`src/rtl/pattern_game_pkg.sv`:
```
// rtl/pattern_game_pkg.sv - shared enums and LFSR constants for the pattern game core
package pattern_game_pkg;

    typedef enum logic [1:0] {
        MODE_CLASSIC = 2'd0,
        MODE_TIMED   = 2'd1,
        MODE_REVERSE = 2'd2,
        MODE_RSVD    = 2'd3
    } mode_t;

    typedef enum logic [2:0] {
        IDLE     = 3'd0,
        ADD      = 3'd1,
        SHOW_ON  = 3'd2,
        SHOW_OFF = 3'd3,
        WAIT_IN  = 3'd4,
        WAIT_REL = 3'd5,
        OVER     = 3'd6,
        WIN      = 3'd7
    } state_t;

    localparam logic [15:0] LFSR_SEED = 16'hACE1;
    localparam logic [15:0] LFSR_TAPS = 16'hB400;

    // Right-shifting Galois step: the bit shifted out folds the taps back in.
    function automatic logic [15:0] lfsr_next(input logic [15:0] s);
        return s[0] ? ((s >> 1) ^ LFSR_TAPS) : (s >> 1);
    endfunction

endpackage

```
`src/rtl/game_lfsr.sv`:
```
// rtl/game_lfsr.sv - free-running 16-bit Galois LFSR feeding the symbol generator
module game_lfsr
    import pattern_game_pkg::*;
(
    input  logic        clock,
    input  logic        rst_n,
    output logic [15:0] state_o
);

    logic [15:0] lfsr_q;

    always_ff @(posedge clock or negedge rst_n) begin
        if (!rst_n) begin
            lfsr_q <= LFSR_SEED;
        end else begin
            lfsr_q <= lfsr_next(lfsr_q);
        end
    end

    assign state_o = lfsr_q;

endmodule

```
`src/rtl/pattern_game_core.sv`:
```
// rtl/pattern_game_core.sv - memory-game datapath and FSM; GAME_SPEEDUP_EN shortens playback as score grows
module pattern_game_core
    import pattern_game_pkg::*;
#(
    parameter int NUM_BUTTONS    = 8,
    parameter int SYM_W          = $clog2(NUM_BUTTONS),
    parameter int MAX_LEN        = 25,
    parameter int SHOW_CYCLES    = 500,
    parameter int GAP_CYCLES     = 100,
    parameter int TIMEOUT_CYCLES = 5000,
    parameter int SCORE_W        = 5
) (
    input  logic                           clock,
    input  logic                           rst_n,
    input  logic                           start,
    input  logic [1:0]                     mode,
    input  logic [NUM_BUTTONS-1:0]         buttons,
    output logic [NUM_BUTTONS-1:0]         led,
    output logic                           active,
    output logic                           game_over,
    output logic                           win,
    output logic [SCORE_W-1:0]             score,
    output logic [$clog2(MAX_LEN+1)-1:0]   level
);

    localparam int LEN_W   = $clog2(MAX_LEN + 1);
    localparam int SG_MAX  = (SHOW_CYCLES > GAP_CYCLES) ? SHOW_CYCLES : GAP_CYCLES;
    localparam int CNT_MAX = (SG_MAX > TIMEOUT_CYCLES) ? SG_MAX : TIMEOUT_CYCLES;
    localparam int CNT_W   = $clog2(CNT_MAX + 1);
    localparam logic [SYM_W:0] NB = NUM_BUTTONS[SYM_W:0];

    function automatic logic [NUM_BUTTONS-1:0] onehot(input logic [SYM_W-1:0] s);
        logic [NUM_BUTTONS-1:0] v;
        v    = '0;
        v[s] = 1'b1;
        return v;
    endfunction

    // Scan from the top so the lowest pressed index is the one that sticks.
    function automatic logic [SYM_W-1:0] lowest(input logic [NUM_BUTTONS-1:0] b);
        logic [SYM_W-1:0] r;
        r = '0;
        for (int i = NUM_BUTTONS - 1; i >= 0; i--) begin
            if (b[i]) r = SYM_W'(i);
        end
        return r;
    endfunction

    state_t              state_q, state_d;
    mode_t               mode_q, mode_d;
    logic [LEN_W-1:0]    len_q, len_d;
    logic [LEN_W-1:0]    idx_q, idx_d;
    logic [SCORE_W-1:0]  score_q, score_d;
    logic [CNT_W-1:0]    cnt_q, cnt_d;
    logic [SYM_W-1:0]    key_q, key_d;
    logic                start_q;
    logic                btn_q;

    logic [SYM_W-1:0]    mem [2**LEN_W];

    logic [15:0]         lfsr;
    logic [SYM_W:0]      raw_w;
    logic [SYM_W:0]      sym_w;
    logic [SYM_W-1:0]    sym;
    logic                start_edge;
    logic                btn_any;
    logic                btn_edge;
    logic [SYM_W-1:0]    press_sym;
    logic [LEN_W-1:0]    len_m1;
    logic                last;
    logic [LEN_W-1:0]    slot;
    logic [SYM_W-1:0]    expected;
    logic [CNT_W-1:0]    on_time;
    logic                unused_bits;

    game_lfsr u_lfsr (
        .clock   (clock),
        .rst_n   (rst_n),
        .state_o (lfsr)
    );

    assign raw_w       = {1'b0, lfsr[SYM_W-1:0]};
    assign sym_w       = (raw_w >= NB) ? (raw_w - NB) : raw_w;
    assign sym         = sym_w[SYM_W-1:0];
    assign unused_bits = ^{lfsr[15:SYM_W], sym_w[SYM_W]};

    assign start_edge = start & ~start_q;
    assign btn_any    = |buttons;
    assign btn_edge   = btn_any & ~btn_q;
    assign press_sym  = lowest(buttons);

    assign len_m1   = len_q - LEN_W'(1);
    assign last     = (idx_q == len_m1);
    assign slot     = (mode_q == MODE_REVERSE) ? (len_m1 - idx_q) : idx_q;
    assign expected = mem[slot];

`ifdef GAME_SPEEDUP_EN
    localparam int STEP_ON  = SHOW_CYCLES / 8;
    localparam int FLOOR_ON = SHOW_CYCLES / 4;
    logic [31:0] cut;

    assign cut     = 32'(score_q) * 32'(STEP_ON);
    assign on_time = (cut >= 32'(SHOW_CYCLES - FLOOR_ON)) ? CNT_W'(FLOOR_ON)
                                                          : CNT_W'(32'(SHOW_CYCLES) - cut);
`else
    assign on_time = CNT_W'(SHOW_CYCLES);
`endif

    always_ff @(posedge clock) begin
        if (state_q == ADD) begin
            mem[len_q] <= sym;
        end
    end

    always_ff @(posedge clock or negedge rst_n) begin
        if (!rst_n) begin
            state_q <= IDLE;
            mode_q  <= MODE_CLASSIC;
            len_q   <= '0;
            idx_q   <= '0;
            score_q <= '0;
            cnt_q   <= '0;
            key_q   <= '0;
            start_q <= 1'b0;
            btn_q   <= 1'b0;
        end else begin
            state_q <= state_d;
            mode_q  <= mode_d;
            len_q   <= len_d;
            idx_q   <= idx_d;
            score_q <= score_d;
            cnt_q   <= cnt_d;
            key_q   <= key_d;
            start_q <= start;
            btn_q   <= btn_any;
        end
    end

    always_comb begin
        state_d   = state_q;
        mode_d    = mode_q;
        len_d     = len_q;
        idx_d     = idx_q;
        score_d   = score_q;
        cnt_d     = cnt_q;
        key_d     = key_q;
        led       = '0;
        active    = 1'b0;
        game_over = 1'b0;
        win       = 1'b0;

        case (state_q)
            IDLE, OVER, WIN: begin
                game_over = (state_q == OVER);
                win       = (state_q == WIN);
                if (start_edge && (mode != MODE_RSVD)) begin
                    mode_d  = mode_t'(mode);
                    len_d   = '0;
                    score_d = '0;
                    state_d = ADD;
                end
            end
            ADD: begin
                active  = 1'b1;
                len_d   = len_q + LEN_W'(1);
                idx_d   = '0;
                cnt_d   = '0;
                state_d = SHOW_ON;
            end
            SHOW_ON: begin
                active = 1'b1;
                led    = onehot(mem[idx_q]);
                if (cnt_q == on_time - CNT_W'(1)) begin
                    cnt_d   = '0;
                    state_d = SHOW_OFF;
                end else begin
                    cnt_d = cnt_q + CNT_W'(1);
                end
            end
            SHOW_OFF: begin
                active = 1'b1;
                if (cnt_q == CNT_W'(GAP_CYCLES - 1)) begin
                    if (last) begin
                        idx_d   = '0;
                        cnt_d   = CNT_W'(TIMEOUT_CYCLES);
                        state_d = WAIT_IN;
                    end else begin
                        idx_d   = idx_q + LEN_W'(1);
                        cnt_d   = '0;
                        state_d = SHOW_ON;
                    end
                end else begin
                    cnt_d = cnt_q + CNT_W'(1);
                end
            end
            WAIT_IN: begin
                active = 1'b1;
                // A press in the final timed cycle is checked before the timeout.
                if (btn_edge) begin
                    key_d   = press_sym;
                    state_d = (press_sym == expected) ? WAIT_REL : OVER;
                end else if (mode_q == MODE_TIMED) begin
                    cnt_d = cnt_q - CNT_W'(1);
                    if (cnt_q <= CNT_W'(1)) begin
                        state_d = OVER;
                    end
                end
            end
            WAIT_REL: begin
                active = 1'b1;
                led    = onehot(key_q);
                if (!btn_any) begin
                    if (last) begin
                        if (score_q != '1) begin
                            score_d = score_q + SCORE_W'(1);
                        end
                        state_d = (len_q == LEN_W'(MAX_LEN)) ? WIN : ADD;
                    end else begin
                        idx_d   = idx_q + LEN_W'(1);
                        cnt_d   = CNT_W'(TIMEOUT_CYCLES);
                        state_d = WAIT_IN;
                    end
                end
            end
            default: begin
                state_d = IDLE;
            end
        endcase
    end

    assign score = score_q;
    assign level = len_q;

endmodule

```
`config.mk`:
```
export PLATFORM = sky130hd
export DESIGN_NAME = pattern_game_core
export DESIGN_NICKNAME = d
export VERILOG_FILES = /design/src/rtl/pattern_game_pkg.sv /design/src/rtl/game_lfsr.sv /design/src/rtl/pattern_game_core.sv
export SDC_FILE = /design/constraint.sdc
export NUM_CORES = 1
export LEC_CHECK = 0
export CAP_MARGIN = 20
export CORE_MARGIN = 2
export CORE_UTILIZATION = 43
export CTS_CLUSTER_DIAMETER = 100
export DETAILED_ROUTE_END_ITERATION = 12
export PLACE_DENSITY = 0.58
export REMOVE_ABC_BUFFERS = 1
export SLEW_MARGIN = 20
export SYNTH_ARGS = -nofsm -noshare
export SYNTH_HDL_FRONTEND = slang
export SYNTH_HIERARCHICAL = 1
export SYNTH_SLANG_ARGS = --single-unit
```
`constraint.sdc`:
```
create_clock -name clock -period 6.4 [get_ports clock]
set_input_delay 0.96 -clock clock [delete_from_list [all_inputs] [get_ports clock]]
set_output_delay 0.96 -clock clock [all_outputs]
set_load 0.03 [all_outputs]
```
== Yosys cells after proc, flatten, opt, wreduce, memory -nomap -nowiden ==
Memory sizes are Yosys's and may differ from the RTL's.
Cells that the tools add are included.

* Reduce and logical (&&, ||, !) cells: 18
* Bitwise gates (word level): 5
* Order comparisons: 6
* Add/sub/neg operators: 8
* Muxes and demuxes: 52
* Equality and inequality tests: 27

{| class="wikitable"
|+ Operators with widths
! operator !! number
|-
| $mux 13 || 7
|-
| $pmux 13 s5 || 1
|-
| $mux 3 || 19
|-
| $mux 5 || 9
|-
| $ne 2x2->1 const B || 10
|-
| $pmux 5 s2 || 2
|-
| $pmux 3 s6 || 1
|-
| $mux 16 || 1
|-
| $pmux 8 s2 || 1
|-
| $add 5x1->5 const B || 3
|-
| $pmux 5 s3 || 1
|-
| $add 13x1->13 const B || 1
|-
| $eq 13x7->1 const B || 1
|-
| $eq 13x9->1 const B || 1
|-
| $le 13x1->1 const B || 1
|-
| $sub 13x1->13 const B || 1
|-
| $eq 3x3->1 const B || 4
|-
| $reduce_and 5->1 || 2
|-
| $lt 3x4->1 const B || 2
|-
| $reduce_or 8->1 || 1
|-
| $mux 1 || 7
|-
| $demux 1 s3 || 2
|-
| $eq 3x2->1 const B || 2
|-
| $ge 3x1->1 const B || 2
|-
| 26 further kinds || 34
|}

* Memories kept: 1
* Bits in writable memories: 96
* Output and inout bits: 21
* Register bits: 54
* Bits of input ports: 13

{| class="wikitable"
|+ Memory list
! memory !! words !! width !! read ports !! clocked after Yosys merged registers in !! write ports !! RTL line !! text
|-
| mem || 32 || 3 || 2 || 0 || 1 || pattern_game_core.sv:59 || <nowiki>logic [SYM_W-1:0] mem [2**LEN_W];</nowiki>
|}

== Longest topological paths before layout ==
Gate-level depths: netlist of the first run.

* Depth after elaboration: 12
* Depth in mapped cells: 15
* Gate-level depth less buffers: 14

== Modules after synthesis ==
The synthesis of the first run kept the hierarchy.

{| class="wikitable"
|+ Modules (own cells, without submodules)
! module !! area each (sq um) !! cells each !! seq. area each (sq um) !! times used
|-
| pattern_game_core || 7,988.9 || 681 || 3,833.7 || 1
|-
| game_lfsr || 436.7 || 19 || 410.4 || 1
|}

== Worst setup path before layout of the first run ==
No wires, ideal clock.

* Kind: reg-to-output
* From: register idx_q[0]
* To: output led[4]
* Path buffers: 2
* Data required time: 5,440 ps
* Slack: 2,409 ps
* Arrival time: 3,031 ps
* Cell stages (with the launch flop): 9
* Cells stage by stage: dfrtp_1 buf_1 buf_2 mux4_2 mux4_2 nand2_1 and2_1 nand2_1 o22ai_1

* Cells in the longest elaborated chain, start to end: 6
* Elaborated cells on any way between the ends: 7
* Classes of those cells: order compare (2); mux (3); reduce/logical (1); memory (1)

{| class="wikitable"
|+ RTL lines
! what !! RTL line !! text
|-
| start, declared || pattern_game_core.sv:52 || <nowiki>logic [LEN_W-1:0] idx_q, idx_d;</nowiki>
|-
| start signal, assigned || pattern_game_core.sv:130 || <nowiki>idx_q <= idx_d;</nowiki>
|-
| $mem_v2 32x3 (*) || -- ||
|-
| $lt 3x4->1 (not written as such) / $ge 3x1->1 (equally long branches) || pattern_game_core.sv:35 || <nowiki>v[s] = 1'b1;</nowiki>
|-
| $logic_and 1x1->1 (not written as such) || pattern_game_core.sv:35 ||
|-
| $mux 1 (not written as such) || pattern_game_core.sv:35 ||
|-
| $demux 1 s3 (*) || pattern_game_core.sv:35 ||
|-
| $pmux 8 s2 (*) || pattern_game_core.sv:152 || <nowiki>case (state_q)</nowiki>
|-
| end, declared || pattern_game_core.sv:18 || <nowiki>output logic [NUM_BUTTONS-1:0] led,</nowiki>
|}

Mark *: on every way between the ends. The rest lies on a longest branch, timed or not.

== Worst setup path after layout of the first run ==
* From: register idx_q[0]
* To: output led[6]

Same word-level chain as after synthesis.

==> results.txt, run 1 <==
Status - finished, final reports clean
WL final - 21.3 mm
First-pass GRT wire length - 33.2 mm
Max IR drop VDD - 0.356 mV
Sequential area share after synthesis - 50.4%
Hold Vio Cnt, Final - 0
Synth Flop Type - edfxtp_1
H-tree lvl count - 4
Worst Path Required - 5440 ps
PD cells - 445 mW/mm2
DR vias/cell - 5.91
Max cap viols - 0
Least-Margin Pin Slew - 1010 ps
RSZ-0062 raised after global routing - false
Synthesis Warnings - 6
CP arrival - 3870 ps
Ys async rst share - 36.0%
Number of buffers created by CTS - 17
Setup TNS - 0 ps
Layout Cells excl Fill - 1,000
Grt ovf - 0
Root buffer cell - clkbuf_16
GRT Overall Usage - 21.5%
Number of I/O pins - 34
Count of cell types in the netlist - 75
DR vias - 5,908
Post-CTS Setup Bufs - 0
#FFs+latches synth - 150
Initial antenna violation count - 0
Hold WC Path Type - reg2reg
Largest net degree at the start of global routing - 55
DR DRC count - 0
Area of the mapped netlist - 0.00843 mm2
WS Path Type - reg2out
Syn avg cell area - 12.0 um2
Clock slew seen by the registers of the worst setup and hold paths - 70 ps
Worst reg2reg path depth - 12
CTS Buffer Depth - 2
Clock skew - 8.23 ps
Area growth syn-to-layout - 13.2%
Worst slew margin - 32.8%
Die Footprint - 0.0207 mm2
DR pass1 iterations - 5
Crit-path max FO - 24
Mapped Cells - 700
Drt first-iter violations - 561
Post-cts resize count - 0
Die Wd - 144 um
Layout cells sized above 1 - 14.3%
Initial Utilization - 43.6%
# diodes - 0
Skew-Pair Late Insertion Delay - 430 ps
Hold worst-path end - u_lfsr/state_o[3]
Hold depth - 0
Antenna Nets Post-Route - 0
Critical path launch point type - flop
WL/cell - 21.3 um
Worst reg2reg endpoint - state_q[1]
Die extent in y - 144 um
Fin crit share - 75.5%
Tmin final - 4830 ps
Leakage - 0.00324 uW
Cells after DPL - 968
CTS sink count - 150
Most common cell after layout, fill and taps aside - edfxtp_1
Hold_sp - u_lfsr/state_o[4]
FF-to-FF Start - idx_q[0]
Max Clk Rate - 207 MHz
Critical Path End Type - output pin
Fin nets - 750
Post-layout util - 49.3%
Fin. max-slew vios - 0
GP Congestion - 0.894
CTS tree - built
Cell row count - 51
DP HPWL - 14.6 mm
Number of global-route vias before repair - 5,804
Most frequent cells in the layout - edfxtp_1, mux2i_1, nor2_1
Final setup viols - 0
Post-synth EDFFs - 96
CTS hold repair buffers - 0
R2R setup slack - 2080 ps
IO buf count - 33
Core area - 0.0193 mm2
## critical path, cell delays in order (launching register included)
cell and delay, ps:
dfrtp_2 600, buf_4 450, mux4_2 570, mux4_2 490, mux2i_1 240, nand2_1 160, o22ai_1 190, clkdlybuf4s50_1 710
## synthesized netlist by cell type, drive strengths merged (15+ instances only)
| cell type | n | area share [%] |
|---|---|---|
| buf | 19 | 1.6 |
| nor3 | 15 | 0.89 |
| a21oi | 21 | 1.4 |
| nand2 | 52 | 2.3 |
| mux4 | 30 | 8.0 |
| dfrtp | 46 | 14 |
| inv | 19 | 0.85 |
| nor2 | 67 | 3.0 |
| a211oi | 16 | 1.4 |
| o21ai | 28 | 1.7 |
| clkbuf | 21 | 0.94 |
| edfxtp | 96 | 34 |
| mux2i | 75 | 8.9 |
## state kept, by name, indices dropped and copies added (netlist names)
signal / count
start_q: 1
mem: 96
level: 5
cnt_q: 13
key_q: 3
score: 5
mode_q: 2
state_q: 3
btn_q: 1
idx_q: 5
u_lfsr/state_o: 16
## per-stage QoR
| stage | cell area [um2] | worst slack (ps) | hold slack, ps | power (uW) |
|---|---|---|---|---|
| floorplan | 8210 | 1840 | 331 | 2710 |
| global placement | 8950 | 2060 | 336 | 3240 |
| detailed placement | 8950 | 1980 | 335 | 3260 |
| CTS | 9540 | 1510 | 346 | 4250 |
| global route | 9540 | 1350 | 358 | 4470 |
| finish | 9540 | 1570 | 345 | 4250 |
## power by group
part | total (uW) | internal, uW | switching [uW]
combinational | 2010 | 825 | 1180
sequential | 1250 | 1090 | 163
clock | 984 | 571 | 414
## area by class of cell
| cell class | count | area (um2) |
|---|---|---|
| multi-input cells | 490 | 3890 |
| well taps | 265 | 332 |
| repair buffers | 43 | 400 |
| inverters | 20 | 75.1 |
| clock buffers | 22 | 507 |
| clock inverters | 10 | 83.8 |
| fillers | 1704 | 9790 |
| flip-flops and latches | 150 | 4250 |
## per-layer routing
layer	global-route usage [%]	vias up	share of wire (%)
li1	-	2733	-
met1	29.6	2988	45
met2	34.2	170	48
met3	4.97	17	5.1
met4	6.60	0	1.5
met5	0	-	0
## how the worst max path moves through the flow
stage / from / to / slack (ps) / depth (start not counted)
2_1_floorplan: idx_q[0] / state_q[1] / 1840 / 11
4_1_cts: idx_q[0] / led[6] / 1510 / 7
3_3_place_gp: idx_q[0] / led[4] / 2060 / 7
5_1_grt: idx_q[0] / led[6] / 1350 / 7
3_5_place_dp: buttons[3] / cnt_q[11] / 1980 / 11
6_report: idx_q[0] / led[6] / 1570 / 7
## cells by family (layout without fill, tap and decap cells)
kind of cell / after synthesis / after routing / synth area share, %
simple gates: 208 / 208 / 12.3
flops: 150 / 150 / 50.4
compound gates: 136 / 136 / 11.6
mux: 110 / 110 / 17.6
buf+inv: 60 / 95 / 3.46
xor+xnor: 21 / 21 / 2.27
fa+ha+maj: 15 / 15 / 2.32
No activity file was read; power rests on OpenSTA's default activity.
==> run 2, diff against run 1 <==
Clock period 6.4 ns to 4.6 ns, I/O delays scaled along.
==> run 2 against run 1 <==
- largest cell class unchanged
- total power is 37% higher
- die area stayed put
- sequential power is 42% higher
- design area hardly changed
- sequential cell count stayed put
==> results.txt, run 2 (synthesis gave the netlist of run 1 again) <==
Max cap viols - 0
PD cells - 611 mW/mm2
Crit path top cell by count - mux4_2
Initial Utilization - 43.6%
Area growth syn-to-layout - 13.3%
Worst Path Required - 3910 ps
Drt first-iter violations - 458
Critical Path End Type - output pin
Tmin final - 4370 ps
Setup TNS - 0 ps
DR pass1 iterations - 4
DR DRC count - 0
Fin crit share - 94.9%
Final setup viols - 0
Crit-path max FO - 19
# diodes - 0
Worst path slowest cell - clkdlybuf4s50_1
Max reg flops - 96
RSZ-0062 raised after global routing - false
Number of buffers created by CTS - 17
Max IR drop VDD - 0.410 mV
GRT Overall Usage - 21.6%
Layout cells sized above 1 - 14.9%
Status - finished, final reports clean
Fin nets - 758
Post-CTS Setup Bufs - 0
CTS Buffer Depth - 2
Fill cells - 1,709
GP Congestion - 0.906
Core area - 0.0193 mm2
WS Path Type - reg2out
Critical path launch point type - flop
Delay of the slowest critical-path stage - 730 ps
CTS tree - built
CTS sink count - 150
Final Instance Area - 0.00955 mm2
Die extent in y - 144 um
Leakage - 0.00325 uW
Root buffer cell - clkbuf_16
Crit-path cells - buf_4, mux4_2, mux4_2, mux2i_1, nand2_1, o32ai_1, clkdlybuf4s50_1
Antenna Nets Post-Route - 0
Clock slew seen by the registers of the worst setup and hold paths - 60 ps
Grt ovf - 0
Least-Margin Pin Slew - 1100 ps
Cell Area, Placed - 0.00902 mm2
Worst slew margin - 26.5%
Clock skew - 12.1 ps
Number of global-route vias before repair - 5,908
Die Wd - 144 um
H-tree lvl count - 4
Hold Vio Cnt, Final - 0
First-pass GRT wire length - 33.4 mm
DR vias/cell - 5.88
WL/cell - 21.2 um
DP HPWL - 14.9 mm
IO buf count - 33
CP arrival - 3680 ps
Cell row count - 51
Most common cell after layout, fill and taps aside - edfxtp_1
Die Footprint - 0.0207 mm2
Initial antenna violation count - 0
Max Clk Rate - 229 MHz
WL final - 21.4 mm
DR vias - 5,930
Fin. max-slew vios - 0
Most frequent cells in the layout - edfxtp_1, mux2i_1, nor2_1
Buf+Inv Stages, Crit Path - 2
Largest net degree at the start of global routing - 43
Number of I/O pins - 34
Top delay family on crit path - multiplexers
Skew-Pair Late Insertion Delay - 420 ps
Hold WC Path Type - in2async
Most flops, register - mem
-- run 2: cell count changes in the layout (fill, tap and decap cells not counted), moves of 2 or more --
cell and change:
buf_4 +7, inv_4 +4, clkinv_4 -3, clkbuf_1 +2
clkbuf_16 -2, clkinv_2 +2, clkinvlp_4 +2, dfrtp_2 -2
inv_6 -2
-- run 2: layer usage --
layer / vias to the layer above / global-route usage, % / wire [um]
met5: - / 0 / 0
met4: 0 / 6.60 / 402
met3: 30 / 5.43 / 1150
met2: 160 / 35.5 / 10500
met1: 2998 / 28.3 / 9310
li1: 2742 / - / -
-- run 2: layout make-up --
cell class	instances	area, um2	share of cell area (%)
tap	265	332	3.47
clock buffer	21	450	4.72
timing repair buffer	51	473	4.95
inverter	20	75.1	0.786
multi-input combinational	490	3890	40.8
clock inverter	11	75.1	0.786
sequential	150	4250	44.5
-- run 2: what timing repair did --
action	4_1_cts	5_1_grt
gates resized for setup	0	1
hold buffers	0	0
setup endpoints to repair	0	7
-- run 2: final timing paths --
| path | endpoint | slack, ps | cells past startpoint | start |
|---|---|---|---|---|
| worst min register to register | u_lfsr/state_o[2] | 350 | 0 | u_lfsr/state_o[3] |
| worst min-delay path | cnt_q[3] | 150 | 1 | rst_n |
| worst max-delay path | led[2] | 230 | 7 | idx_q[0] |
| max in group asynchronous | u_lfsr/state_o[1] | 3560 | 2 | rst_n |
| worst max register to register | state_q[1] | 690 | 13 | level[0] |
| min in group clock | u_lfsr/state_o[2] | 350 | 0 | u_lfsr/state_o[3] |
-- run 2: where the power goes --
group          switching (uW)  internal, uW
Combinational            1610          1190
Sequential                259          1520
Clock                     540           704
-- run 2: per-stage QoR --
step	hold slack (ps)	worst slack, ps	cells	util (%)	total power (uW)
4_1_cts	149	61.1	1008	49.4	5840
2_1_floorplan	331	43.3	660	-	3770
6_report	154	232	1008	49.4	5830
3_3_place_gp	340	607	976	46.7	4540
3_5_place_dp	339	548	976	46.7	4580
5_1_grt	148	3.02	1008	49.4	6180
==> edit (settings of run 2) <==
Encoding of `state_t`: now one-hot (8 bits for 8 states).
--- a/src/rtl/pattern_game_pkg.sv
+++ b/src/rtl/pattern_game_pkg.sv
@@ -9,13 +9,13 @@
     } mode_t;
 
-    typedef enum logic [2:0] {
-        IDLE     = 3'd0,
-        ADD      = 3'd1,
-        SHOW_ON  = 3'd2,
-        SHOW_OFF = 3'd3,
-        WAIT_IN  = 3'd4,
-        WAIT_REL = 3'd5,
-        OVER     = 3'd6,
-        WIN      = 3'd7
+    typedef enum logic [7:0] {
+        IDLE     = 8'b00000001,
+        ADD      = 8'b00000010,
+        SHOW_ON  = 8'b00000100,
+        SHOW_OFF = 8'b00001000,
+        WAIT_IN  = 8'b00010000,
+        WAIT_REL = 8'b00100000,
+        OVER     = 8'b01000000,
+        WIN      = 8'b10000000
     } state_t;
 
Formal check against the unedited RTL: same outputs for any inputs over 10 cycles, from zero or initial values and one cycle with rst_n low; not proved beyond that.
==> edit against run 2 <==
Clock power grew 4%; final area shrank 0.60%; setup slack gained 0.24 ns; first-iteration DRC count grew 17%; area after synthesis shrank 0.36%; power shrank 14%; wire length shrank 2.4%; sequential share of layout area grew 1.6 points; sequential cell count grew 5; global-route usage shrank 0.27 points; register-to-register slack gained 0.02 ns; synthesized cell count shrank 0.71%.
==> edit: results <==
synthesis:
  synth_edf_count: 96
  muxShareOfSynthArea: 0.150
  synth_compound_area_frac: 0.117
  synthXorXnorAreaFrac: 0.0198
  yosys-top-cells-count: "edfxtp_1, nand2_1, nor2_1"
  yosys.area_share.adder: 0.0232
  syn_inst: 695
  synthArstFlopShare: 0.381
  seq_area_frac_synth: 0.521
  ys_types: 70
  synth_area_leaders: "edfxtp_1, dfrtp_1, mux4_2, nand2_1, nor2_1"
setup_path:
  r2r_slack_ns: 0.71
  arrival_ns: 3.44
  ff2ff_path_depth: 15
  worstPathMaxFanout: 18
  reg2reg_to: "state_q[6]$_DFFE_PN0P_"
clocking:
  clk_path_buf_depth: 2
  cts.clk_slew.worst_paths_ns: 0.06
  postCtsSetupBuffers: 0
  cts_resized: 0
  htreeDepth: 4
detailed_routing:
  drt_iter0_drc: 536
  firstDrtPassIters: 5
  met3WireLength_um: 1350
  num_vias: 5933
  wl_met1_um: 8900
  highest_layer: "met4"
  avgViaCountPerCell: 5.94
  route.met2.wl_um: 10300
  drt.antenna.violating_nets: 0
  routed_wl_um: 20900
grt:
  antenna_found_initial: 0
  grt_max_degree: 60
  grt_pass1_vias: 5918
  met1_usage: 0.294
  grt_util_met3: 0.0403
  grt_use_met2: 0.346
  grt.total_usage: 0.213
  grt_pass1_wl_um: 33300
final_layout:
  drive_gt1_frac: 0.158
  final_nets: 750
placed_design:
  place.gp.congestion: 0.894
  placed_cells: 968
  place_hpwl_um: 14500
hold_path:
  hp-class: "flop to flop"
  holdCritStartpoint: "u_lfsr/state_o[3]$_DFF_PN0_"
flow_run:
  cap_violations: 0
pwr:
  total_leakage_power_nw: 3.59
  p_clk_frac: 0.257
  power_frac_seq: 0.324
  intPower_mw: 3.11
  powerComb_mw: 2.09
  peakVddDrop_mv: 0.371
sta:
  clock_skew_ns: 0.0106
  worstMarginPinSlew_ns: 0.777
run_status:
  outcome: "finished clean"
==> edit: area by class of cell <==
| class | instances | area [um2] |
|---|---|---|
| sequential | 155 | 4370 |
| clock buffer | 19 | 433 |
| clock inverter | 12 | 101 |
| timing repair buffer | 46 | 423 |
| tap | 265 | 332 |
| fill | 1700 | 9840 |
| multi-input combinational | 486 | 3770 |
| inverter | 16 | 60.1 |
==> edit: through the flow <==
stage | worst slack (ns) | util | cell area (um2) | hold WS (ns)
detailed placement | 0.774 | 0.463 | 8960 | 0.336
global route | 0.218 | 0.491 | 9490 | 0.356
CTS | 0.427 | 0.491 | 9490 | 0.350
floorplan | 0.301 | - | 8200 | 0.331
finish | 0.474 | 0.491 | 9490 | 0.347
global placement | 0.876 | 0.463 | 8950 | 0.334
==> edit: critical path, cell delays in order (launching register included) <==
cell             delay, ns
dfrtp_1               0.34
buf_4                 0.31
mux4_2                0.58
mux4_2                0.53
mux2i_1               0.21
nand2_1               0.14
o32ai_1               0.18
clkdlybuf4s50_1       0.72
